--- config.mk ---
export PLATFORM = sky130hd
export DESIGN_NAME = spi_apb_sequencer_flat
export DESIGN_NICKNAME = d
export VERILOG_FILES = /design/src/rtl/spi_apb_sequencer_if.sv /design/src/rtl/spi_apb_sequencer.sv /design/src/flat_wrapper.sv
export SDC_FILE = /design/constraint.sdc
export NUM_CORES = 1
export LEC_CHECK = 0
export BUFFER_PORTS_ARGS = -buffer_cell sky130_fd_sc_hd__buf_2
export CORE_ASPECT_RATIO = 1.1
export CORE_MARGIN = 1
export CORE_UTILIZATION = 50
export DETAILED_ROUTE_END_ITERATION = 16
export GPL_TIMING_DRIVEN = 1
export HOLD_SLACK_MARGIN = 0.08
export PLACE_DENSITY_LB_ADDON = 0.25
export SLEW_MARGIN = 20
export SYNTH_ARGS = -nofsm -noshare
export SYNTH_HDL_FRONTEND = slang
export SYNTH_SLANG_ARGS = --single-unit
export TNS_END_PERCENT = 50
--- constraint.sdc ---
create_clock -name PCLK -period 3.4 [get_ports PCLK]
set_clock_uncertainty 0.2 [all_clocks]
set_input_delay 0.68 -clock PCLK [delete_from_list [all_inputs] [get_ports PCLK]]
set_output_delay 0.68 -clock PCLK [all_outputs]
set_load 0.02 [all_outputs]
--- src/rtl/spi_apb_sequencer_if.sv ---
// APB3 bus between the sequencer (master) and the CoreSPI register port (slave).
interface spi_apb_sequencer_if;
  logic [6:0] M_PADDR;
  logic       M_PSEL;
  logic       M_PENABLE;
  logic       M_PWRITE;
  logic [7:0] M_PWDATA;
  logic [7:0] M_PRDATA;
  logic       M_PREADY;
  logic       M_PSLVERR;

  modport master (
    output M_PADDR, M_PSEL, M_PENABLE, M_PWRITE, M_PWDATA,
    input  M_PRDATA, M_PREADY, M_PSLVERR
  );

  modport slave (
    input  M_PADDR, M_PSEL, M_PENABLE, M_PWRITE, M_PWDATA,
    output M_PRDATA, M_PREADY, M_PSLVERR
  );
endinterface

--- src/rtl/spi_apb_sequencer.sv ---
// spi_apb_sequencer: APB3 master owning the CoreSPI register port, shared
// round-robin between two byte-stream requesters. Each byte is pushed to TX,
// STATUS is polled until RX is non-empty, then RX is popped.
module spi_apb_sequencer #(
  parameter logic [6:0]  ADDR_CTRL1  = 7'h00,
  parameter logic [6:0]  ADDR_RXDATA = 7'h08,
  parameter logic [6:0]  ADDR_TXDATA = 7'h0C,
  parameter logic [6:0]  ADDR_STATUS = 7'h20,
  parameter logic [6:0]  ADDR_SSEL   = 7'h24,
  parameter logic [6:0]  ADDR_TXLAST = 7'h28,
  parameter logic [7:0]  CTRL1_INIT  = 8'h03,
  parameter int unsigned RXEMPTY_BIT = 2,
  parameter logic [15:0] POLL_LIMIT  = 16'hFFFF
) (
  input  logic        PCLK,
  input  logic        PRESETN,
  input  logic [1:0]  req_valid,
  input  logic [5:0]  req_ssel,
  input  logic [15:0] req_len,
  input  logic [15:0] tx_data,
  output logic [1:0]  tx_ack,
  output logic [7:0]  rx_data,
  output logic [1:0]  rx_valid,
  output logic [1:0]  done,
  output logic [1:0]  err,
  spi_apb_sequencer_if.master apb
);

  typedef enum logic [2:0] {
    S_INIT, S_IDLE, S_SSEL, S_TX, S_POLL, S_RX, S_DESEL, S_DONE
  } state_t;

  // Every APB op walks GAP (bus idle) -> SETUP -> ACCESS; the GAP cycle keeps
  // PSEL low between consecutive ops.
  typedef enum logic [1:0] {PH_GAP, PH_SETUP, PH_ACCESS} phase_t;

  // Per-requester views of the packed request buses.
  logic [1:0][2:0] ssel_a;
  logic [1:0][7:0] len_a;
  logic [1:0][7:0] txd_a;
  assign ssel_a = req_ssel;
  assign len_a  = req_len;
  assign txd_a  = tx_data;

  state_t      state_q, state_d;
  phase_t      phase_q, phase_d;
  logic        gnt_q, gnt_d;      // requester currently being served
  logic        prio_q, prio_d;    // requester favoured when both ask
  logic [2:0]  ssel_q, ssel_d;
  logic [7:0]  cnt_q, cnt_d;      // bytes still to transfer
  logic [15:0] poll_q, poll_d;    // consecutive STATUS reads with RX empty
  logic        err_q, err_d;
  logic [7:0]  rxd_q, rxd_d;
  logic [1:0]  rxv_q, rxv_d;

  logic        op_st, xfer, slverr, g;
  logic [1:0]  gnt_oh;
  logic [15:0] poll_inc;

  assign op_st  = (state_q == S_INIT) || (state_q == S_SSEL) || (state_q == S_TX) ||
                  (state_q == S_POLL) || (state_q == S_RX)   || (state_q == S_DESEL);
  assign xfer   = op_st && (phase_q == PH_ACCESS) && apb.M_PREADY;
  assign slverr = xfer && apb.M_PSLVERR;
  assign gnt_oh = gnt_q ? 2'b10 : 2'b01;
  assign poll_inc = (poll_q == 16'hFFFF) ? poll_q : poll_q + 16'd1;
  assign g = (req_valid == 2'b11) ? prio_q : req_valid[1];

  // State and datapath registers; reset aborts any APB op in flight.
  always_ff @(posedge PCLK or negedge PRESETN) begin
    if (!PRESETN) begin
      state_q <= S_INIT;
      phase_q <= PH_GAP;
      gnt_q   <= 1'b0;
      prio_q  <= 1'b0;
      ssel_q  <= '0;
      cnt_q   <= '0;
      poll_q  <= '0;
      err_q   <= 1'b0;
      rxd_q   <= '0;
      rxv_q   <= '0;
    end else begin
      state_q <= state_d;
      phase_q <= phase_d;
      gnt_q   <= gnt_d;
      prio_q  <= prio_d;
      ssel_q  <= ssel_d;
      cnt_q   <= cnt_d;
      poll_q  <= poll_d;
      err_q   <= err_d;
      rxd_q   <= rxd_d;
      rxv_q   <= rxv_d;
    end
  end

  // Next-state: APB phase sequencing plus per-op completion decisions.
  always_comb begin
    state_d = state_q;
    phase_d = phase_q;
    gnt_d   = gnt_q;
    prio_d  = prio_q;
    ssel_d  = ssel_q;
    cnt_d   = cnt_q;
    poll_d  = poll_q;
    err_d   = err_q;
    rxd_d   = rxd_q;
    rxv_d   = '0;
    tx_ack  = '0;
    if (op_st) begin
      case (phase_q)
        PH_GAP:   phase_d = PH_SETUP;
        PH_SETUP: phase_d = PH_ACCESS;
        default:  if (apb.M_PREADY) phase_d = PH_GAP;
      endcase
    end
    case (state_q)
      S_INIT: if (xfer) state_d = S_IDLE;
      S_IDLE: begin
        if (|req_valid) begin
          gnt_d   = g;
          ssel_d  = ssel_a[g];
          cnt_d   = len_a[g];
          err_d   = (len_a[g] == 8'd0);
          state_d = (len_a[g] == 8'd0) ? S_DONE : S_SSEL;
          phase_d = PH_GAP;
        end
      end
      S_SSEL: if (xfer) begin
        if (slverr) begin err_d = 1'b1; state_d = S_DESEL; end
        else state_d = S_TX;
      end
      S_TX: if (xfer) begin
        if (slverr) begin err_d = 1'b1; state_d = S_DESEL; end
        else begin
          tx_ack  = gnt_oh;
          poll_d  = '0;
          state_d = S_POLL;
        end
      end
      S_POLL: if (xfer) begin
        if (slverr) begin err_d = 1'b1; state_d = S_DESEL; end
        else if (!apb.M_PRDATA[RXEMPTY_BIT]) state_d = S_RX;
        else begin
          poll_d = poll_inc;
          if (poll_inc >= POLL_LIMIT) begin err_d = 1'b1; state_d = S_DESEL; end
        end
      end
      S_RX: if (xfer) begin
        if (slverr) begin err_d = 1'b1; state_d = S_DESEL; end
        else begin
          rxv_d   = gnt_oh;
          rxd_d   = apb.M_PRDATA;
          cnt_d   = cnt_q - 8'd1;
          state_d = (cnt_q == 8'd1) ? S_DESEL : S_TX;
        end
      end
      S_DESEL: if (xfer) begin
        err_d   = err_q | apb.M_PSLVERR;
        state_d = S_DONE;
      end
      S_DONE: begin
        prio_d  = ~gnt_q;
        state_d = S_IDLE;
      end
      default: state_d = S_INIT;
    endcase
  end

  // APB drive: address/data held constant by state while the op is open.
  always_comb begin
    apb.M_PSEL    = op_st && (phase_q != PH_GAP);
    apb.M_PENABLE = op_st && (phase_q == PH_ACCESS);
    apb.M_PADDR   = '0;
    apb.M_PWRITE  = 1'b0;
    apb.M_PWDATA  = '0;
    if (op_st && (phase_q != PH_GAP)) begin
      case (state_q)
        S_INIT: begin
          apb.M_PADDR = ADDR_CTRL1; apb.M_PWRITE = 1'b1; apb.M_PWDATA = CTRL1_INIT;
        end
        S_SSEL: begin
          apb.M_PADDR = ADDR_SSEL; apb.M_PWRITE = 1'b1; apb.M_PWDATA = 8'b1 << ssel_q;
        end
        S_TX: begin
          apb.M_PADDR  = (cnt_q == 8'd1) ? ADDR_TXLAST : ADDR_TXDATA;
          apb.M_PWRITE = 1'b1;
          apb.M_PWDATA = txd_a[gnt_q];
        end
        S_POLL:  apb.M_PADDR = ADDR_STATUS;
        S_RX:    apb.M_PADDR = ADDR_RXDATA;
        S_DESEL: begin
          apb.M_PADDR = ADDR_SSEL; apb.M_PWRITE = 1'b1; apb.M_PWDATA = 8'h00;
        end
        default: apb.M_PADDR = '0;
      endcase
    end
  end

  assign rx_valid = rxv_q;
  assign rx_data  = rxd_q;
  assign done     = (state_q == S_DONE) ? gnt_oh : 2'b00;
  assign err      = done & {2{err_q}};

endmodule

--- src/flat_wrapper.sv ---
// flat-port wrapper written by rule: the top's interface ports become plain ports
module spi_apb_sequencer_flat 
#(
  parameter logic [6:0]  ADDR_CTRL1  = 7'h00,
  parameter logic [6:0]  ADDR_RXDATA = 7'h08,
  parameter logic [6:0]  ADDR_TXDATA = 7'h0C,
  parameter logic [6:0]  ADDR_STATUS = 7'h20,
  parameter logic [6:0]  ADDR_SSEL   = 7'h24,
  parameter logic [6:0]  ADDR_TXLAST = 7'h28,
  parameter logic [7:0]  CTRL1_INIT  = 8'h03,
  parameter int unsigned RXEMPTY_BIT = 2,
  parameter logic [15:0] POLL_LIMIT  = 16'hFFFF
)
  (PCLK, PRESETN, req_valid, req_ssel, req_len, tx_data, tx_ack, rx_data, rx_valid, done, err, apb_M_PADDR, apb_M_PSEL, apb_M_PENABLE, apb_M_PWRITE, apb_M_PWDATA, apb_M_PRDATA, apb_M_PREADY, apb_M_PSLVERR);
  spi_apb_sequencer_if apb_i ();
  input  logic PCLK;
  input  logic PRESETN;
  input  logic [1:0] req_valid;
  input  logic [5:0] req_ssel;
  input  logic [15:0] req_len;
  input  logic [15:0] tx_data;
  output logic [1:0] tx_ack;
  output logic [7:0] rx_data;
  output logic [1:0] rx_valid;
  output logic [1:0] done;
  output logic [1:0] err;
  output wire logic [$bits(apb_i.M_PADDR)-1:0] apb_M_PADDR;
  output wire logic [$bits(apb_i.M_PSEL)-1:0] apb_M_PSEL;
  output wire logic [$bits(apb_i.M_PENABLE)-1:0] apb_M_PENABLE;
  output wire logic [$bits(apb_i.M_PWRITE)-1:0] apb_M_PWRITE;
  output wire logic [$bits(apb_i.M_PWDATA)-1:0] apb_M_PWDATA;
  input wire logic [$bits(apb_i.M_PRDATA)-1:0] apb_M_PRDATA;
  input wire logic [$bits(apb_i.M_PREADY)-1:0] apb_M_PREADY;
  input wire logic [$bits(apb_i.M_PSLVERR)-1:0] apb_M_PSLVERR;
  assign apb_M_PADDR = apb_i.M_PADDR;
  assign apb_M_PSEL = apb_i.M_PSEL;
  assign apb_M_PENABLE = apb_i.M_PENABLE;
  assign apb_M_PWRITE = apb_i.M_PWRITE;
  assign apb_M_PWDATA = apb_i.M_PWDATA;
  assign apb_i.M_PRDATA = apb_M_PRDATA;
  assign apb_i.M_PREADY = apb_M_PREADY;
  assign apb_i.M_PSLVERR = apb_M_PSLVERR;
  spi_apb_sequencer #(.ADDR_CTRL1(ADDR_CTRL1), .ADDR_RXDATA(ADDR_RXDATA), .ADDR_TXDATA(ADDR_TXDATA), .ADDR_STATUS(ADDR_STATUS), .ADDR_SSEL(ADDR_SSEL), .ADDR_TXLAST(ADDR_TXLAST), .CTRL1_INIT(CTRL1_INIT), .RXEMPTY_BIT(RXEMPTY_BIT), .POLL_LIMIT(POLL_LIMIT)) u_core (.PCLK(PCLK), .PRESETN(PRESETN), .req_valid(req_valid), .req_ssel(req_ssel), .req_len(req_len), .tx_data(tx_data), .tx_ack(tx_ack), .rx_data(rx_data), .rx_valid(rx_valid), .done(done), .err(err), .apb(apb_i));
endmodule
==> impl_metrics.env, run 1 <==
export IMPL_path_max_fanout=4
export IMPL_hpwl_um=6172
export IMPL_placementRows=30
export IMPL_final_layout_size_suffix_gt1_frac=0.2790
export IMPL_wirelength_um=8265
export IMPL_critPathRequiredTime_ps=2520
export IMPL_power_density_mw_per_mm2=697.3
export IMPL_fmax_ghz=0.3064
export IMPL_hold_slack_ps=166.7
export IMPL_route_detailed_wl_per_inst_um=15.14
export IMPL_ioPinCount=86
export IMPL_drc=0
export IMPL_die_area_mm2=0.006826
export IMPL_syn_area_per_cell_um2=8.418
export IMPL_min_path_type="primary input to asynchronous set/reset pin"
export IMPL_setup_viol=0
export IMPL_status="complete, no violations"
export IMPL_seqCellArea_mm2=0.001127
export IMPL_ctsHtreeMaxLevel=2
export IMPL_synth_edf_count=0
export IMPL_areaGrowthSynthToFinish_pct=18.83
export IMPL_clock_latency_ps=300
export IMPL_cts_sinks=45
export IMPL_dp_cells=537
export IMPL_ff2ff_path_depth=8
export IMPL_synth_distinct_cells=62
export IMPL_ys_warnings_count=0
export IMPL_peakVddDrop_mv=0.5967
export IMPL_start_util=0.5215
export IMPL_grt_pass1_vias=2927
export IMPL_die_y_um=86.55
export IMPL_cts_hold_buf=0
export IMPL_synth_ff_type="dfrtp_1"
export IMPL_maxCapViolCount=0
export IMPL_diodes=0
export IMPL_grt_antenna_before_repair=0
export IMPL_drt_initial_drc_count=191
export IMPL_slew_viol_final=0
export IMPL_crit_arrival_ps=2380
export IMPL_fin_setup_tns_ps=0
export IMPL_portBuffers=81
export IMPL_core_area_mm2=0.006231
export IMPL_final_cell_count_no_fill=546
export IMPL_place_gp_congestion=0.8842
export IMPL_cts_tree="yes"
export IMPL_seq_area_frac_synth=0.3466
export IMPL_numCtsBuffers=5
export IMPL_rsz0062_at_grt="no"
export IMPL_endpoint_kind="primary output"
export IMPL_worst_slew_pin_slew_ps=567.1
export IMPL_startpoint_type="register"
export IMPL_grt_usage=0.2497
export IMPL_slew_headroom=0.6205
export IMPL_layout_worst_path_cycle_share=0.9599
export IMPL_first_pass_iters=5
export IMPL_n_fill_cell=582
export IMPL_routed_via_density=5.962
export IMPL_grt_max_degree=46
export IMPL_post_route_min_period_ps=3264
export IMPL_overflow=0
export IMPL_final_common_cell="buf_2"
export IMPL_synthCells=386
export IMPL_layout_common_cells="buf_2 (80), dfrtp_1 (44), nor2_1 (42)"
export IMPL_antenna_left=0
export IMPL_clockBufferDepth=2
export IMPL_p_leak_nw=1.795
export IMPL_hold_violations=0
export IMPL_multiInputGateArea_mm2=0.001967
export IMPL_async_flop_share=1.000
export IMPL_clk_pin_slew_worst_paths_ps=100
export IMPL_synth_ff_latch_count=45
export IMPL_crit_type="register to primary output"
export IMPL_nets=520
export IMPL_clock_tree_root_cell="clkbuf_8"
export IMPL_die_width_um=78.87
export IMPL_synth_area_mm2=0.003249
export IMPL_grt_pass1_wl_um=13590
export IMPL_vias=3255
==> cells by family (layout without fill, tap and decap cells) <==
family	after synthesis	count (layout)	synth area share
simple gates	150	150	0.2514
compound gates	116	116	0.2314
flops	45	45	0.3466
buf+inv	38	115	0.05275
mux	31	31	0.09973
fa+ha+maj	3	3	0.01155
xor+xnor	2	2	0.005392
other cells	1	4	0.001154
==> critical path, stage by stage, from the launching register on <==
cell     delay (ps)
dfrtp_2         410
or3_1           400
or2_1           270
or4b_4          550
o21ai_1         130
and3_1          160
buf_2           160
==> sequential cells by signal (all words and copies together), names as in the netlist <==
name,cells
u_core.prio_q,1
u_core.cnt_q,8
u_core.gnt_q,1
u_core.err_q,1
u_core.rx_valid,2
u_core.poll_q,16
u_core.phase_q,2
u_core.rx_data,8
u_core.state_q,3
u_core.ssel_q,3
==> final cells by class <==
type                       instances  share of cell area
clock buffer                       5             0.01782
inverter                          14             0.01361
sequential                        45              0.2920
tap                               80             0.02592
multi-input combinational        306              0.5094
timing repair buffer              93              0.1290
clock inverter                     3             0.01231
==> path summary, 6_finish.rpt <==
path | from | end | slack (ps)
min in group PCLK | u_core.rx_data[3] | u_core.rx_data[3] | 310
max | u_core.cnt_q[3] | apb_M_PADDR[5] | 140
max in group asynchronous | PRESETN | u_core.cnt_q[3] | 2430
max reg2reg | u_core.poll_q[0] | u_core.state_q[0] | 510
min reg2reg | u_core.rx_data[3] | u_core.rx_data[3] | 310
min | PRESETN | u_core.rx_data[5] | 170
==> power breakdown <==
part | internal (W) | leakage (nW) | switching (W)
Sequential | 0.000696 | 0.583 | 0.000184
Combinational | 0.000550 | 1.15 | 0.000836
Clock | 0.000224 | 0.0591 | 0.000203
==> Yosys cell counts, drive strengths merged, types with 6 or more instances <==
master   n  share of area
a21oi   27          0.043
or3      8          0.016
clkbuf  10          0.012
nor3    14          0.022
nand3   10          0.017
o21ai   40          0.062
nand2   32          0.037
nor2    42          0.049
a22o     7          0.019
dfrtp   45           0.35
inv     14          0.016
nand4    8          0.025
mux2i   20          0.062
nor4     9          0.028
mux2    11          0.038
buf     14          0.025
a31oi    6          0.012
==> metrics by stage <==
step                      worst slack, ps  instance area, µm²    util  total power [W]
after floorplan                     318.1                3261       -         0.001829
after global placement              394.8                3730  0.5986         0.002214
after detailed placement            392.7                3730  0.5986         0.002239
after CTS                           44.22                3846  0.6173         0.002672
after global routing                9.618                3861  0.6197         0.002889
final                               136.3                3861  0.6197         0.002693
==> repair_timing <==
action,4_1_cts,5_1_grt
endpoints found under the setup margin,0,2
setup buffers,0,1
resized for setup,0,3
==> per-layer routing <==
metal	vias to the layer above	share of wire	GRT usage	wire (µm)
met4	0	0.015	0.07603	125
met1	1522	0.43	0.3180	3513
met2	135	0.50	0.4379	4145
met5	-	0	0	0
li1	1585	-	-	-
met3	13	0.058	0.03579	480
(Power assumes the default switching activity.)
==> run 2, diff against run 1 <==
--- a/config.mk
+++ b/config.mk
@@ -8,11 +8,12 @@
 export BUFFER_PORTS_ARGS = -buffer_cell sky130_fd_sc_hd__buf_2
 export CORE_ASPECT_RATIO = 1.1
 export CORE_MARGIN = 1
-export CORE_UTILIZATION = 50
+export CORE_UTILIZATION = 48
 export DETAILED_ROUTE_END_ITERATION = 16
 export GPL_TIMING_DRIVEN = 1
 export HOLD_SLACK_MARGIN = 0.08
 export PLACE_DENSITY_LB_ADDON = 0.25
+export REMOVE_ABC_BUFFERS = 1
 export SLEW_MARGIN = 20
 export SYNTH_ARGS = -nofsm -noshare
 export SYNTH_HDL_FRONTEND = slang
==> constraint.sdc (replaced) <==
create_clock -name PCLK -period 2.71 [get_ports PCLK]
set_clock_uncertainty 0.2 [all_clocks]
set_input_delay 0.542 -clock PCLK [delete_from_list [all_inputs] [get_ports PCLK]]
set_output_delay 0.542 -clock PCLK [all_outputs]
set_load 0.02 [all_outputs]
==> impl_metrics.env, run 2 (same netlist as run 1, synthesis figures left out) <==
export IMPL_status="finished with violations"
export IMPL_violations="negative setup slack"
export IMPL_drc=0
export IMPL_post_route_cell_area_mm2=0.004064
export IMPL_hpwl_um=6283
export IMPL_slew_viol_final=0
export IMPL_cp_slowest_cell="or4b_4"
export IMPL_reg2reg_from="u_core.poll_q[1]"
export IMPL_die_y_um=88.30
export IMPL_startpoint_type="register"
export IMPL_p_leak_nw=1.897
export IMPL_overflow=0
export IMPL_clk_pin_slew_worst_paths_ps=90
export IMPL_placementRows=31
export IMPL_antenna_left=0
export IMPL_rsz0062_at_grt="yes"
export IMPL_share_comb_of_total_power=0.576
export IMPL_cts_hold_buf=0
export IMPL_nets=545
export IMPL_ioPinCount=86
export IMPL_place_area_mm2=0.003897
export IMPL_wirelength_um=8460
export IMPL_critPathRequiredTime_ps=1970
export IMPL_route_detailed_wl_per_inst_um=14.76
export IMPL_ctsHtreeMaxLevel=2
export IMPL_die_area_mm2=0.007103
export IMPL_swShare=0.4498
export IMPL_crit_arrival_ps=2270
export IMPL_path_cells="or3_1 > or2_1 > or4b_4 > o21ai_2 > and3_4 > buf_6"
export IMPL_clock_latency_ps=290
export IMPL_worst_slack_ps=-300.5
export IMPL_drt_initial_drc_count=142
export IMPL_clockBufferDepth=2
export IMPL_largest_register="u_core.poll_q"
export IMPL_place_gp_congestion=0.8955
export IMPL_p_switching_w=0.001582
export IMPL_grt_max_degree=46
export IMPL_critical_path_top_delay_family="simple AND/OR/NAND/NOR gates"
export IMPL_layout_worst_path_cycle_share=1.111
export IMPL_largest_reg_flops=16
export IMPL_grt_antenna_before_repair=0
export IMPL_slowest_delay_ps=510
export IMPL_min_path_type="primary input to asynchronous set/reset pin"
export IMPL_worst_slew_pin_slew_ps=596.6
export IMPL_grt_pass1_wl_um=13880
export IMPL_setup_viol=2
export IMPL_worstSetupStartpoint="u_core.cnt_q[4]"
export IMPL_final_common_cell="buf_2"
export IMPL_cts_sinks=45
export IMPL_peakVddDrop_mv=0.6824
export IMPL_vias=3371
export IMPL_final_layout_size_suffix_gt1_frac=0.3320
export IMPL_maxCapViolCount=0
export IMPL_p_int_w=0.001935
export IMPL_die_width_um=80.45
export IMPL_fmax_ghz=0.3322
export IMPL_numCtsBuffers=5
export IMPL_grt_pass1_vias=3040
export IMPL_hold_violations=0
export IMPL_power_density_mw_per_mm2=865.2
export IMPL_path_buf_inv=1
export IMPL_crit_type="register to primary output"
export IMPL_clock_tree_root_cell="clkbuf_8"
export IMPL_slew_headroom=0.6023
export IMPL_cts_tree="yes"
export IMPL_path_max_fanout=3
export IMPL_diodes=0
export IMPL_core_area_mm2=0.006555
export IMPL_portBuffers=81
export IMPL_endpoint_kind="primary output"
export IMPL_routed_via_density=5.883
export IMPL_areaGrowthSynthToFinish_pct=25.07
export IMPL_layout_common_cells="buf_2 (79), dfrtp_1 (43), nor2_1 (40)"
export IMPL_grt_usage=0.2470
export IMPL_p_clk_frac=0.120
export IMPL_seq_power_share=0.304
export IMPL_dp_slack_ps=-60.81
export IMPL_first_pass_iters=4
export IMPL_start_util=0.4957
export IMPL_post_route_min_period_ps=3011
[run 2: cell types whose count changed in the layout (fill, tap and decap cells not counted), sizes merged]
cell,previous run,this run
inv,16,14
clkinvlp,0,2
bufinv,1,0
buf,93,118
clkbuf,5,6
[run 2: path summary, 6_finish.rpt]
check	to	slack [ps]	cells after the start
max in group asynchronous	u_core.state_q[1]	1750	2
hold reg to reg	u_core.rx_data[6]	310	1
setup reg to reg	u_core.state_q[0]	180	8
min in group PCLK	u_core.rx_data[6]	270	2
setup / recovery	apb_M_PADDR[5]	-300	6
hold / removal	u_core.poll_q[13]	120	2
[run 2: per-layer routing]
layer,wire length (µm),vias up,GRT usage,part of all wire
met5,0,-,0,0
met4,160,0,0.08279,0.019
met3,481,18,0.04227,0.057
met2,4289,127,0.4222,0.51
met1,3528,1596,0.3161,0.42
li1,-,1630,-,-
[run 2: power by group through the flow]
stage                     clock network [W]  logic, W  registers [W]
final                              0.000420   0.00203        0.00107
after global routing               0.000456   0.00223        0.00110
after CTS                          0.000434   0.00196        0.00107
after detailed placement                  0   0.00188        0.00108
after global placement                    0   0.00185        0.00107
after floorplan                           0   0.00109        0.00115
[run 2: through the flow]
step           power, W  hold slack, ps    util  setup TNS, ps  instances
4_1_cts        0.003467           149.5  0.6158         -576.7        573
2_1_floorplan  0.002245           46.41       -          -3394        365
6_report       0.003516           123.9  0.6200         -565.5        573
3_5_place_dp   0.002960           288.4  0.5946         -60.81        561
5_1_grt        0.003784           186.2  0.6200         -911.9        573
3_3_place_gp   0.002922           281.3  0.5946         -54.21        561
[run 2: final cells by class]
| class | count | area, µm² |
|---|---|---|
| clock buffers | 6 | 72.57 |
| fillers | 586 | 2491 |
| clock inverters | 2 | 15.01 |
| flip-flops and latches | 45 | 1129 |
| well taps | 82 | 102.6 |
| multi-input cells | 306 | 1998 |
| repair buffers | 118 | 691.9 |
| inverters | 14 | 55.05 |
[run 2: what timing repair did]
action | 4_1_cts | 5_1_grt
pin swaps | 4 | 4
hold endpoints to repair | 0 | 0
setup endpoints to repair | 6 | 9
buffers inserted | 4 | 0
gates resized for setup | 9 | 8
